$ cat src/rtl/uart_tx_fifo.sv
// ============================================================================
// Module      : uart_tx_fifo
// Description : CPU-bus snooping UART transmitter with a power-of-two byte
//               FIFO. Sends 8N1, or 8E1 when UART_TX_PARITY_EN is defined.
// Revision    : 1.0 - initial release
// ============================================================================
`default_nettype none

module uart_tx_fifo #(
    parameter int          CLK_HZ     = 50_000_000,
    parameter int          BAUD       = 115200,
    parameter int          DEPTH_LOG2 = 4,
    parameter logic [15:0] DATA_ADDR  = 16'hFFF0
) (
    input  logic                  clk,
    input  logic                  reset_n,
    input  logic                  wen,
    input  logic [15:0]           waddr,
    input  logic [15:0]           wdata,
    input  logic                  clr_ovf,
    output logic                  tx,
    output logic                  busy,
    output logic [DEPTH_LOG2:0]   count,
    output logic                  full,
    output logic                  empty,
    output logic                  ovf
);

    localparam int c_DIV   = CLK_HZ / BAUD;
    localparam int c_CNT_W = (c_DIV > 2) ? $clog2(c_DIV) : 1;
    localparam int c_DEPTH = 1 << DEPTH_LOG2;
    localparam int c_PTR_W = DEPTH_LOG2 + 1;

    typedef enum logic [2:0] {
        S_IDLE   = 3'd0,
        S_START  = 3'd1,
        S_DATA   = 3'd2,
        S_PARITY = 3'd3,
        S_STOP   = 3'd4
    } state_t;

    state_t               state_q, state_d;
    logic [c_CNT_W-1:0]   cnt_q, cnt_d;
    logic [2:0]           bit_q, bit_d;
    logic [7:0]           shift_q, shift_d;
    logic                 tx_q, tx_d;
    logic                 busy_q, busy_d;
    logic                 ovf_q, ovf_d;
    logic [c_PTR_W-1:0]   wptr_q, wptr_d;
    logic [c_PTR_W-1:0]   rptr_q, rptr_d;
`ifdef UART_TX_PARITY_EN
    logic                 par_q, par_d;
`endif

    logic [7:0]           mem [c_DEPTH];

    logic [c_PTR_W-1:0]   w_count;
    logic                 w_full;
    logic                 w_empty;
    logic                 w_wr_hit;
    logic                 w_push;
    logic                 w_pop;
    logic                 w_baud_end;
    logic [7:0]           w_head;
    logic                 w_unused_hi;

    assign w_count    = wptr_q - rptr_q;
    assign w_full     = (w_count == c_PTR_W'(c_DEPTH));
    assign w_empty    = (w_count == '0);
    assign w_wr_hit   = wen && (waddr == DATA_ADDR);
    // Fullness is judged before any same-cycle pop, so a write into a full FIFO drops.
    assign w_push     = w_wr_hit && !w_full;
    assign w_pop      = (state_q == S_IDLE) && !w_empty;
    assign w_baud_end = (cnt_q == c_CNT_W'(c_DIV - 1));
    assign w_head     = mem[rptr_q[DEPTH_LOG2-1:0]];
    assign w_unused_hi = ^wdata[15:8];

    always_comb begin
        state_d = state_q;
        cnt_d   = w_baud_end ? '0 : cnt_q + c_CNT_W'(1);
        bit_d   = bit_q;
        shift_d = shift_q;
        tx_d    = tx_q;
`ifdef UART_TX_PARITY_EN
        par_d   = par_q;
`endif
        case (state_q)
            S_IDLE: begin
                tx_d  = 1'b1;
                cnt_d = '0;
                if (w_pop) begin
                    state_d = S_START;
                    shift_d = w_head;
                    tx_d    = 1'b0;
`ifdef UART_TX_PARITY_EN
                    par_d   = ^w_head;
`endif
                end
            end
            S_START: begin
                if (w_baud_end) begin
                    state_d = S_DATA;
                    bit_d   = 3'd0;
                    tx_d    = shift_q[0];
                end
            end
            S_DATA: begin
                if (w_baud_end) begin
                    if (bit_q == 3'd7) begin
`ifdef UART_TX_PARITY_EN
                        state_d = S_PARITY;
                        tx_d    = par_q;
`else
                        state_d = S_STOP;
                        tx_d    = 1'b1;
`endif
                    end else begin
                        shift_d = shift_q >> 1;
                        tx_d    = shift_q[1];
                        bit_d   = bit_q + 3'd1;
                    end
                end
            end
`ifdef UART_TX_PARITY_EN
            S_PARITY: begin
                if (w_baud_end) begin
                    state_d = S_STOP;
                    tx_d    = 1'b1;
                end
            end
`endif
            S_STOP: begin
                if (w_baud_end) begin
                    state_d = S_IDLE;
                    tx_d    = 1'b1;
                end
            end
            default: begin
                state_d = S_IDLE;
                cnt_d   = '0;
                tx_d    = 1'b1;
            end
        endcase

        busy_d = (state_d != S_IDLE);
        wptr_d = wptr_q + c_PTR_W'(w_push);
        rptr_d = rptr_q + c_PTR_W'(w_pop);

        // A dropped write beats a same-cycle clear.
        if (w_wr_hit && w_full) begin
            ovf_d = 1'b1;
        end else if (clr_ovf) begin
            ovf_d = 1'b0;
        end else begin
            ovf_d = ovf_q;
        end
    end

    always_ff @(posedge clk) begin
        if (!reset_n) begin
            state_q <= S_IDLE;
            cnt_q   <= '0;
            bit_q   <= 3'd0;
            shift_q <= 8'd0;
            tx_q    <= 1'b1;
            busy_q  <= 1'b0;
            ovf_q   <= 1'b0;
            wptr_q  <= '0;
            rptr_q  <= '0;
`ifdef UART_TX_PARITY_EN
            par_q   <= 1'b0;
`endif
        end else begin
            state_q <= state_d;
            cnt_q   <= cnt_d;
            bit_q   <= bit_d;
            shift_q <= shift_d;
            tx_q    <= tx_d;
            busy_q  <= busy_d;
            ovf_q   <= ovf_d;
            wptr_q  <= wptr_d;
            rptr_q  <= rptr_d;
`ifdef UART_TX_PARITY_EN
            par_q   <= par_d;
`endif
        end
    end

    // Storage is intentionally not cleared by reset.
    always_ff @(posedge clk) begin
        if (w_push) begin
            mem[wptr_q[DEPTH_LOG2-1:0]] <= wdata[7:0];
        end
    end

    assign tx    = tx_q;
    assign busy  = busy_q;
    assign count = w_count;
    assign full  = w_full;
    assign empty = w_empty;
    assign ovf   = ovf_q;

endmodule

`default_nettype wire

$ cat config.mk
export PLATFORM = sky130hd
export DESIGN_NAME = uart_tx_fifo
export DESIGN_NICKNAME = d
export VERILOG_FILES = /design/src/rtl/uart_tx_fifo.sv
export SDC_FILE = /design/constraint.sdc
export NUM_CORES = 1
export LEC_CHECK = 0
export CORE_ASPECT_RATIO = 0.7
export CORE_UTILIZATION = 55
export DETAILED_ROUTE_END_ITERATION = 7
export MAX_ROUTING_LAYER = met4
export PLACE_DENSITY = 0.75
export SLEW_MARGIN = 20
export SYNTH_ARGS = -nofsm -noshare
export SYNTH_HDL_FRONTEND = slang
export SYNTH_SLANG_ARGS = --single-unit
$ cat constraint.sdc
create_clock -name clk -period 10.7 [get_ports clk]
set_input_delay 3.21 -clock clk [delete_from_list [all_inputs] [get_ports clk]]
set_output_delay 3.21 -clock clk [all_outputs]
set_load 0.01 [all_outputs]
## Word-level counts from Yosys, hierarchy flattened

Memory sizes are Yosys's and may differ from the RTL's. A register that Yosys moved wholly into a read port is not among the register bits.
Cells that the tools add are included.

| storage, ports and cells | value |
|---|---|
| flip-flop bits (word level) | 36 |
| bits in writable memories | 128 |
| logic and storage cells | 71 |
| memories | 1 |

Memories:

| name | depth | width | read ports | clocked after memory_dff | wr ports | RTL line | text |
|---|---|---|---|---|---|---|---|
| mem | 16 | 8 | 1 | 1 | 1 | 55 | `logic [7:0] mem [c_DEPTH];` |

| operators by class | value |
|---|---|
| $add $sub $neg | 5 |
| equality and inequality tests | 12 |
| muxes and demuxes | 25 |
| bitwise logic cells | 2 |
| reduce and logical (&&, ||, !) cells | 17 |

Operators with widths:

| cell | number |
|---|---|
| $mux 3 | 8 |
| $mux 8 | 3 |
| $eq 16x16->1 const B | 1 |
| $pmux 8 s2 | 1 |
| $pmux 3 s4 | 1 |
| $add 5x1->5 | 2 |
| $ne 2x2->1 const B | 5 |
| $add 9x1->9 const B | 1 |
| $eq 9x9->1 const B | 1 |
| $mux 1 | 9 |
| $reduce_and 4->1 | 2 |
| $eq 3x3->1 const B | 2 |
| $pmux 3 s2 | 1 |
| $reduce_bool 2->1 | 3 |
| $reduce_or 3->1 | 2 |
| $eq 5x5->1 const B | 1 |
| $logic_not 5->1 | 1 |
| $sub 5x5->5 | 1 |
| $logic_and 1x1->1 | 4 |
| $mux 4 | 1 |
| $pmux 1 s4 | 1 |
| $add 3x1->3 const B | 1 |
| $eq 3x1->1 const B | 1 |
| $eq 3x2->1 const B | 1 |
| 5 further kinds | 7 |

## Depth between registers and ports, before layout

Gate-level depths: netlist of the first run.

| logic depth | value |
|---|---|
| depth in word-level cells | 7 |
| depth in mapped cells | 13 |
| gate-level depth less buffers | 12 |

## Least setup slack after synthesis of the first run

Ideal clock, no wire load.

| path | value |
|---|---|
| path kind | input-to-reg |
| from | in waddr[1] |
| to | mem mem[0][0], enable pin |
| library setup time | 0.383 ns |
| arrival | 5.183 ns |
| data required time | 10.317 ns |
| slack | 5.134 ns |
| stages on the path | 5 |
| path buffers | 0 |
| path through | nor4_1 nand3_1 or4_1 or4_1 nor3_1 |

| on the way | value |
|---|---|
| longest elaborated chain between the ends | 5 |

Ends and longest elaborated chain:

| element | RTL line | text |
|---|---|---|
| start, declared | 18 | `input logic [15:0] waddr,` |
| $eq 16x16->1 | 70 | `assign w_wr_hit = wen && (waddr == DATA_ADDR);` |
| $logic_and 1x1->1 | 70 |  |
| $logic_and 1x1->1 | 72 | `assign w_push = w_wr_hit && !w_full;` |
| $mux 1 | 191 | `if (w_push) begin` |
| $mux 1 (implied by the code) | 192 | `mem[wptr_q[DEPTH_LOG2-1:0]] <= wdata[7:0];` |
| end, declared | 55 |  |

Every way passes these cells.

## Worst setup path in the final report of the first run

| path | value |
|---|---|
| from | reg rptr_q[2] |
| to | out empty |

| on the way | value |
|---|---|
| longest elaborated chain between the ends | 2 |

Ends and longest elaborated chain:

| element | RTL line | text |
|---|---|---|
| start, declared | 50 | `logic [c_PTR_W-1:0] rptr_q, rptr_d;` |
| start signal, assigned | 182 | `rptr_q <= rptr_d;` |
| $sub 5x5->5 | 67 | `assign w_count = wptr_q - rptr_q;` |
| $logic_not 5->1 | 69 | `assign w_empty = (w_count == '0);` |
| end, declared | 25 | `output logic empty,` |

Every way passes these cells.

==> results of run 1 <==
## sequential cells by signal (all words and copies together) (netlist names)
| register | cells |
|---|---|
| shift_q | 8 |
| wptr_q | 5 |
| rptr_q | 5 |
| ovf | 1 |
| state_q | 3 |
| cnt_q | 9 |
| mem | 128 |
| busy | 1 |
| tx | 1 |
| bit_q | 3 |
## critical path, cell delays in order (launching register included)
cell and delay [ns]:
dfxtp_1 1.03, inv_2 0.33, ha_1 0.46, nand3b_1 0.16, a211o_1 0.31, a21oi_1 0.30, clkdlybuf4s50_1 0.60
## Yosys cell counts (2+ instances only)
cell type / count / share of area, %
o211a_1: 2 / 0.29
a31oi_1: 2 / 0.18
a22oi_1: 2 / 0.22
o22ai_1: 2 / 0.18
nor3_1: 6 / 0.44
and2_1: 11 / 1.0
ha_1: 12 / 2.2
mux4_2: 34 / 11
nand3_1: 12 / 0.88
xor2_1: 8 / 1.0
inv_1: 12 / 0.66
xnor2_1: 10 / 1.3
nor2_1: 32 / 1.8
nand2_1: 24 / 1.3
nand4_1: 3 / 0.28
o211ai_1: 5 / 0.55
or4_1: 3 / 0.33
and3_1: 2 / 0.18
a21oi_1: 11 / 0.81
edfxtp_1: 128 / 56
mux2i_1: 7 / 1.0
o31ai_1: 6 / 0.66
buf_2: 6 / 0.44
dfxtp_1: 36 / 11
nand2b_1: 3 / 0.28
or4b_1: 2 / 0.29
o21ai_0: 12 / 0.88
nand3b_1: 3 / 0.33
clkbuf_1: 13 / 0.72
mux2_2: 7 / 1.2
nor2b_1: 4 / 0.37
## worst max path at each step
stage,startpoint,to,slack [ns]
after floorplan,waddr[1],mem[0][0]$_DFFE_PP_,5.13
after global placement,rptr_q[2]$_SDFF_PN0_,empty,4.34
after detailed placement,rptr_q[2]$_SDFF_PN0_,empty,4.29
after CTS,rptr_q[2]$_SDFF_PN0_,empty,3.82
after global routing,rptr_q[2]$_SDFF_PN0_,empty,3.65
final,rptr_q[2]$_SDFF_PN0_,empty,3.87
## layout by cell type (no fill, tap or decap), drive strengths merged, types with 2 or more instances in the layout
cell,instances
a21oi,11
a22oi,2
a31oi,2
and2,11
and3,2
buf,6
bufinv,2
clkbuf,18
clkdlybuf4s50,37
clkinv,4
dfxtp,36
edfxtp,128
ha,12
inv,21
mux2,7
mux2i,7
mux4,34
nand2,24
nand2b,3
nand3,12
nand3b,3
nand4,3
nor2,32
nor2b,4
nor3,6
o211a,2
o211ai,5
o21ai,12
o22ai,2
o31ai,6
or4,3
or4b,2
xnor2,10
xor2,8
## report_power, final
group,internal (W),switching [W]
Clock,0.000352,0.000259
Sequential,0.000708,0.0000192
Combinational,0.000201,0.000193
Total,0.00126,0.000472
## through the flow
stage	util, %	hold WS, ns	instance area (um^2)	std cells	power [W]
after detailed placement	61.6	0.467	7320	614	0.00113
after global routing	66.6	0.516	7920	646	0.00180
after global placement	61.6	0.457	7320	614	0.00112
final	66.6	0.479	7920	646	0.00173
after floorplan	-	0.441	6810	436	0.00101
after CTS	66.6	0.478	7920	646	0.00174
## cell type report
class	instances	area [um^2]	share of cell area, %
inverter	13	48.8	0.616
tap	157	196	2.48
sequential	164	4570	57.6
timing repair buffer	43	415	5.24
clock inverter	14	165	2.08
multi-input combinational	237	2100	26.5
clock buffer	18	429	5.42
## cell families (layout without fill, tap and decap cells)
group	count (synthesis)	count (layout)	share of synthesized area [%]
flops	164	164	67.1
simple gates	112	112	8.26
mux	48	48	13.4
compound gates	46	46	4.30
buf+inv	35	88	2.11
xor+xnor	18	18	2.32
fa+ha+maj	13	13	2.50
## per-layer routing
| metal | vias up | GRT usage [%] |
|---|---|---|
| met5 | - | - |
| met4 | 0 | 9.64 |
| met3 | 24 | 5.64 |
| met2 | 149 | 34.5 |
| met1 | 1942 | 32.8 |
| li1 | 1751 | - |
==> flow_metrics.py, run 1 <==
metrics = {
    "place": {
        "port_buffers": 37,
        "pre_cts_ws_ns": 4.29,
        "dp_hpwl_um": 8430,
        "place_congestion": 0.801,
    },
    "floorplan": {
        "die_x_um": 135,
        "die_h_um": 95.1,
        "core_region_area_um2": 11900,
        "die_area_um2": 12800,
        "start_util_pct": 57.2,
        "rows": 33,
        "io_pins": 46,
    },
    "synth": {
        "synth_seq_cells": 164,
        "async_flop_share_pct": 0,
        "yosysUniqueCellTypes": 47,
        "ys.flop_type": "edfxtp_1",
        "yosys_warnings": 0,
        "syn_nets": 485,
        "syn_inst": 436,
        "syn_avg_cell_area_um2": 15.6,
        "ys_seq_area_share_pct": 67.1,
        "netlist_area_um2": 6810,
        "synth-edff-count": 128,
    },
    "worst_hold_path": {
        "holdCritStartpoint": "shift_q[7]$_SDFFE_PN0P_",
        "hp-class": "reg -> reg",
        "holdPathEnd": "shift_q[7]$_SDFFE_PN0P_",
        "whs_path_depth": 2,
    },
    "layout": {
        "fillCellCount": 795,
        "drive_gt1_share_pct": 16.4,
        "syn2layout_area_growth_pct": 16.4,
        "antenna_cells": 0,
        "layout.nets": 525,
    },
    "route": {
        "wl_per_cell_um": 21.0,
        "drcViolationCount": 0,
        "met3_length_um": 881,
        "wl_met2_um": 6200,
        "wl_um": 13600,
        "vias_per_cell": 5.98,
        "ant_nets": 0,
        "vias": 3866,
        "drt_iter0_markers": 352,
        "drtPass1Iterations": 5,
        "highest_layer": "met4",
        "wl_met1_um": 6220,
    },
    "cts": {
        "root_buffer": "clkbuf_16",
        "cts.sinks": 164,
        "clkTransAtPathRegs_ns": 0.06,
        "postCtsSetupRepairBufs": 0,
        "htree_levels": 4,
        "cts_buffers": 17,
        "ctsHoldBuffers": 0,
        "clkLatencyLatePin_ns": 0.42,
        "ctsResizeCount": 0,
        "cts_buffer_depth": 2,
        "cts_tree": "done",
    },
    "run_status": {
        "status": "complete, no violations",
    },
    "setup_path": {
        "crit_type": "reg -> out",
        "crit_required_ns": 7.49,
        "ff2ff_path_depth": 9,
        "r2r_setup_slack_ns": 6.38,
        "arrival_ns": 3.62,
        "setup.worst_path.end_class": "output port",
        "start_kind": "flop",
        "r2r-end": "mem[2][0]$_DFFE_PP_",
        "r2r-start": "rptr_q[2]$_SDFF_PN0_",
        "cp_max_fo": 21,
    },
    "power": {
        "power_density_nw_per_um2": 219,
        "p_leak_nw": 2.69,
        "ir_drop_uv": 128,
    },
    "flow_run": {
        "cap_violations": 0,
    },
    "grt": {
        "track_usage_pct": 23.8,
        "grt_pass1_wl_um": 20800,
        "grt-ovfl-total": 0,
        "antenna_found_initial": 0,
        "grt_pass1_vias": 3749,
        "grt_max_degree": 35,
    },
    "sta": {
        "finalSetupTns_ns": 0,
        "finalHoldViolCount": 0,
        "drv_slew": 0,
        "tightest_slew_ns": 1.07,
        "setup_viol": 0,
        "timing.fmax_ghz": 0.146,
        "skew_ns": 0.00600,
        "worst_slack_ns": 3.87,
        "period_minus_slack_ns": 6.83,
        "rsz0062_at_grt": "no",
        "period_share_pct": 63.8,
        "slew-limit-headroom_pct": 28.4,
    },
}
(Power assumes the default switching activity.)
==> inputs of run 2 (changes only) <==
clock period = 7.1 ns   (was 10.7 ns; I/O delays follow)
==> run 2 against run 1 <==
  * Clock power is 51% higher
  * Sequential share of layout area is 0.15 points lower
  * Count of clock-buffer cells in the layout is 1 lower
  * Power is 51% higher
  * Die area stayed put
  * Highest routed layer unchanged
==> flow_metrics.py, run 2 (same netlist as run 1, synthesis figures left out) <==
metrics = {
    "floorplan": {
        "io_pins": 46,
        "core_region_area_um2": 11900,
        "die_h_um": 95.1,
        "die_x_um": 135,
        "rows": 33,
        "die_area_um2": 12800,
        "start_util_pct": 57.2,
    },
    "route": {
        "ant_nets": 0,
        "drcViolationCount": 0,
        "wl_met2_um": 6080,
        "vias": 3839,
        "drtPass1Iterations": 6,
        "highest_layer": "met4",
        "met3_length_um": 983,
        "wl_per_cell_um": 20.5,
        "wl_met1_um": 5980,
        "drt_iter0_markers": 344,
        "vias_per_cell": 5.93,
        "wl_um": 13200,
    },
    "grt": {
        "grt_pass1_wl_um": 20400,
        "grt-ovfl-total": 0,
        "grt_pass1_vias": 3641,
        "antenna_found_initial": 0,
        "track_usage_pct": 23.3,
        "grt_max_degree": 35,
    },
    "setup_path": {
        "crit_required_ns": 4.97,
        "start_kind": "flop",
        "arrival_ns": 3.26,
        "r2r-end": "mem[2][3]$_DFFE_PP_",
        "cp_max_fo": 34,
        "setup.worst_path.end_class": "output port",
        "ff2ff_path_depth": 10,
        "r2r_setup_slack_ns": 3.22,
        "r2r-start": "rptr_q[0]$_SDFF_PN0_",
        "crit_type": "reg -> out",
    },
    "sta": {
        "finalSetupTns_ns": 0,
        "slew-limit-headroom_pct": 34.0,
        "finalHoldViolCount": 0,
        "tightest_slew_ns": 0.987,
        "setup_viol": 0,
        "period_minus_slack_ns": 5.39,
        "period_share_pct": 75.9,
        "timing.fmax_ghz": 0.186,
        "rsz0062_at_grt": "no",
        "skew_ns": 0.0106,
        "drv_slew": 0,
        "worst_slack_ns": 1.71,
    },
    "cts": {
        "cts_buffer_depth": 2,
        "htree_levels": 4,
        "clkLatencyLatePin_ns": 0.43,
        "ctsResizeCount": 0,
        "root_buffer": "clkbuf_16",
        "postCtsSetupRepairBufs": 0,
        "ctsHoldBuffers": 0,
        "clkTransAtPathRegs_ns": 0.07,
        "cts.sinks": 164,
        "cts_buffers": 17,
        "cts_tree": "done",
    },
    "place": {
        "dp_hpwl_um": 8390,
        "port_buffers": 37,
        "place_congestion": 0.794,
        "postPlaceCellArea_um2": 7330,
        "pre_cts_ws_ns": 1.80,
    },
    "layout": {
        "final_cell_mix": "edfxtp_1, clkdlybuf4s50_1, dfxtp_1",
        "post-route-util_pct": 66.8,
        "mostFrequentLayoutCell": "edfxtp_1",
        "antenna_cells": 0,
        "fillCellCount": 805,
        "drive_gt1_share_pct": 16.9,
        "postLayoutCellArea_um2": 7940,
        "layout.nets": 526,
        "syn2layout_area_growth_pct": 16.7,
        "largest_reg_flops": 128,
    },
    "flow_run": {
        "cap_violations": 0,
    },
    "power": {
        "ir_drop_uv": 201,
        "p_leak_nw": 2.70,
        "power_density_nw_per_um2": 328,
        "power_w": 0.00261,
    },
    "worst_hold_path": {
        "whs_path_depth": 1,
        "hp-class": "reg -> reg",
        "holdPathEnd": "cnt_q[0]$_SDFF_PP0_",
        "holdCritStartpoint": "cnt_q[0]$_SDFF_PP0_",
    },
    "run_status": {
        "status": "complete, no violations",
    },
}
-- run 2: cell types whose count changed in the layout (fill, tap and decap cells not counted), sizes merged --
| cell | change |
|---|---|
| buf | +1 |
| bufinv | -1 |
| clkbuf | -1 |
| clkinv | +1 |
| inv | +1 |
-- run 2: area by class of cell --
class / instances / area (um^2) / area share [%]
clock inverter: 15 / 181 / 2.28
clock buffer: 17 / 425 / 5.36
timing repair buffer: 44 / 423 / 5.32
multi-input combinational: 237 / 2100 / 26.5
tap: 157 / 196 / 2.47
inverter: 13 / 48.8 / 0.614
sequential: 164 / 4570 / 57.5
-- run 2: how the worst max path moves through the flow --
stage | startpoint | to | slack (ns)
final | rptr_q[0]$_SDFF_PN0_ | empty | 1.71
after global routing | rptr_q[0]$_SDFF_PN0_ | empty | 1.50
after CTS | rptr_q[0]$_SDFF_PN0_ | empty | 1.69
after detailed placement | waddr[0] | mem[14][7]$_DFFE_PP_ | 1.80
after global placement | waddr[1] | mem[7][7]$_DFFE_PP_ | 1.90
after floorplan | waddr[1] | mem[0][0]$_DFFE_PP_ | 2.61
-- run 2: critical path, cell delays in order (launching register included) --
cell,delay [ns]
dfxtp_2,0.31
buf_4,0.31
ha_1,0.30
fa_1,0.41
nand2b_1,0.16
a21oi_1,0.16
xnor2_1,0.17
a21oi_1,0.39
clkdlybuf4s50_1,0.62
-- run 2: per-stage QoR --
step,hold WS [ns],instances
after floorplan,0.441,436
after global placement,0.457,615
after detailed placement,0.472,615
after CTS,0.485,647
after global routing,0.509,647
final,0.479,647
-- run 2: routing by layer --
metal,global-route usage (%),vias to the layer above
li1,-,1756
met1,32.3,1924
met2,33.5,140
met3,5.85,19
met4,9.18,0
met5,-,-
-- run 2: power by group --
part | total [W] | switching (W) | internal, W
registers | 0.00109 | 0.0000222 | 0.00107
logic | 0.000593 | 0.000292 | 0.000301
clock network | 0.000925 | 0.000419 | 0.000506
total | 0.00261 | 0.000733 | 0.00187
==> inputs of run 3 (changes only) <==
CORE_UTILIZATION = 53   (was 55)
PLACE_DENSITY = 0.76   (was 0.75)
clock period = 4.4 ns   (was 7.1 ns; I/O delays follow)
==> run 3 against run 2 <==
  * Sequential cell count is the same
  * Global-route usage down 0.43 points
  * First-iteration DRC count rose by 24%
  * Clock power up 61%
  * Worst hold slack got worse by 0.0063 ns
  * Non-clock buffer count is 16 higher
  * Register-to-register slack got worse by 2.1 ns
  * Sequential power increased by 61%
  * Sequential share of layout area decreased by 0.90 points
==> flow_metrics.py, run 3 (same netlist as run 1, synthesis figures left out) <==
metrics = {
    "setup_path": {
        "slowest_stage": "clkdlybuf4s50_1",
        "crit_required_ns": 3.08,
        "r2r_setup_slack_ns": 1.13,
        "arrival_ns": 2.90,
        "ff2ff_path_depth": 11,
        "slowest_delay_ns": 0.57,
        "setup.worst_path.end_class": "output port",
        "r2r-end": "mem[0][1]$_DFFE_PP_",
        "crit_chain": "inv_1 -> ha_1 -> fa_1 -> nand3_1 -> a211o_1 -> a21oi_2 -> clkdlybuf4s50_1",
        "crit_type": "reg -> out",
        "r2r-start": "wptr_q[0]$_SDFF_PN0_",
        "start_kind": "flop",
        "cp_max_fo": 8,
    },
    "layout": {
        "largest_reg_flops": 128,
        "fillCellCount": 846,
        "postLayoutCellArea_um2": 8070,
        "drive_gt1_share_pct": 20.2,
        "final_cell_mix": "edfxtp_1, clkdlybuf4s50_1, mux4_2",
        "mostFrequentLayoutCell": "edfxtp_1",
        "antenna_cells": 0,
        "layout.nets": 542,
        "syn2layout_area_growth_pct": 18.6,
    },
    "power": {
        "power_density_nw_per_um2": 521,
        "p_leak_nw": 2.79,
        "power_w": 0.00421,
        "ir_drop_uv": 349,
    },
    "sta": {
        "timing.fmax_ghz": 0.237,
        "period_minus_slack_ns": 4.22,
        "slew-limit-headroom_pct": 56.0,
        "tightest_slew_ns": 0.661,
        "period_share_pct": 95.9,
        "rsz0062_at_grt": "no",
        "worst_slack_ns": 0.183,
        "finalSetupTns_ns": 0,
        "finalHoldViolCount": 0,
        "skew_ns": 0.0149,
        "setup_viol": 0,
        "whs_ns": 0.473,
        "drv_slew": 0,
    },
    "grt": {
        "grt_pass1_vias": 3940,
        "grt_max_degree": 34,
        "grt-ovfl-total": 0,
        "grt_pass1_wl_um": 21100,
        "track_usage_pct": 22.9,
        "antenna_found_initial": 0,
    },
    "place": {
        "postPlaceCellArea_um2": 7460,
        "port_buffers": 37,
        "place_congestion": 0.829,
        "dp_hpwl_um": 8310,
        "pre_cts_ws_ns": 0.376,
    },
    "route": {
        "vias_per_cell": 5.79,
        "vias": 3869,
        "wl_per_cell_um": 19.8,
        "drtPass1Iterations": 4,
        "drt_iter0_markers": 426,
        "ant_nets": 0,
        "wl_um": 13200,
        "drcViolationCount": 0,
    },
    "cts": {
        "postCtsSetupRepairBufs": 0,
        "cts.sinks": 164,
        "clkLatencyLatePin_ns": 0.43,
        "clkTransAtPathRegs_ns": 0.07,
        "htree_levels": 4,
        "cts_tree": "done",
        "root_buffer": "clkbuf_16",
        "cts_buffer_depth": 2,
        "cts_buffers": 17,
    },
    "worst_hold_path": {
        "holdCritStartpoint": "shift_q[7]$_SDFFE_PN0P_",
        "holdPathEnd": "shift_q[7]$_SDFFE_PN0P_",
        "hp-class": "reg -> reg",
        "whs_path_depth": 2,
    },
    "floorplan": {
        "die_x_um": 137,
        "start_util_pct": 54.6,
        "die_h_um": 96.8,
        "io_pins": 46,
        "rows": 34,
        "die_area_um2": 13300,
        "core_region_area_um2": 12500,
    },
    "run_status": {
        "status": "complete, no violations",
    },
    "flow_run": {
        "cap_violations": 0,
    },
}
==> run 3: metal layers <==
metal  wire [um]  vias to the layer above  share of wire (%)  global-route usage [%]
li1            -                     1788                  -                       -
met1        5810                     1916                 44                    31.8
met2        6160                      138                 47                    32.3
met3         952                       27                7.2                    4.87
met4         291                        0                2.2                    11.2
met5           0                        -                  0                       -
==> run 3: how the worst max path moves through the flow <==
stage,to,start,slack [ns]
after floorplan,mem[0][0]$_DFFE_PP_,waddr[1],0.72
after global placement,wptr_q[4]$_SDFF_PN0_,waddr[1],0.43
after detailed placement,mem[8][0]$_DFFE_PP_,waddr[0],0.38
after CTS,full,wptr_q[0]$_SDFF_PN0_,0.05
after global routing,full,wptr_q[0]$_SDFF_PN0_,0.01
final,empty,wptr_q[0]$_SDFF_PN0_,0.18
==> run 3: cell type report <==
| cell class | instances | area (um^2) | share of cell area (%) |
|---|---|---|---|
| Clock buffer | 17 | 425 | 5.27 |
| Clock inverter | 15 | 178 | 2.20 |
| Inverter | 13 | 48.8 | 0.604 |
| Multi-Input combinational cell | 237 | 2110 | 26.1 |
| Sequential cell | 164 | 4570 | 56.6 |
| Tap cell | 162 | 203 | 2.51 |
| Timing Repair Buffer | 60 | 543 | 6.73 |
==> run 3: worst max-delay path, delay by kind of cell (launching register included) <==
family / cells / cell delay (ns)
compound gates: 2 / 0.52
fa+ha+maj: 2 / 0.76
buf+inv: 2 / 0.67
flops: 1 / 0.42
simple gates: 1 / 0.10
==> run 3: stage by stage <==
| stage | instances | util [%] |
|---|---|---|
| floorplan | 436 | - |
| global placement | 636 | 59.8 |
| detailed placement | 636 | 59.8 |
| CTS | 668 | 64.7 |
| global route | 668 | 64.8 |
| finish | 668 | 64.8 |
==> run 3: power breakdown <==
part	switching (W)	internal, W
registers	0.0000416	0.00172
clock network	0.000674	0.000816
logic	0.000463	0.000492
total	0.00118	0.00303
==> run 3: timing repair <==
| action | CTS | global route |
|---|---|---|
| cloned | 0 | 0 |
| hold endpoints to repair | 0 | 0 |
| endpoints found under the setup margin | 1 | 2 |
| resized for setup | 1 | 3 |
| hold buffers | 0 | 0 |
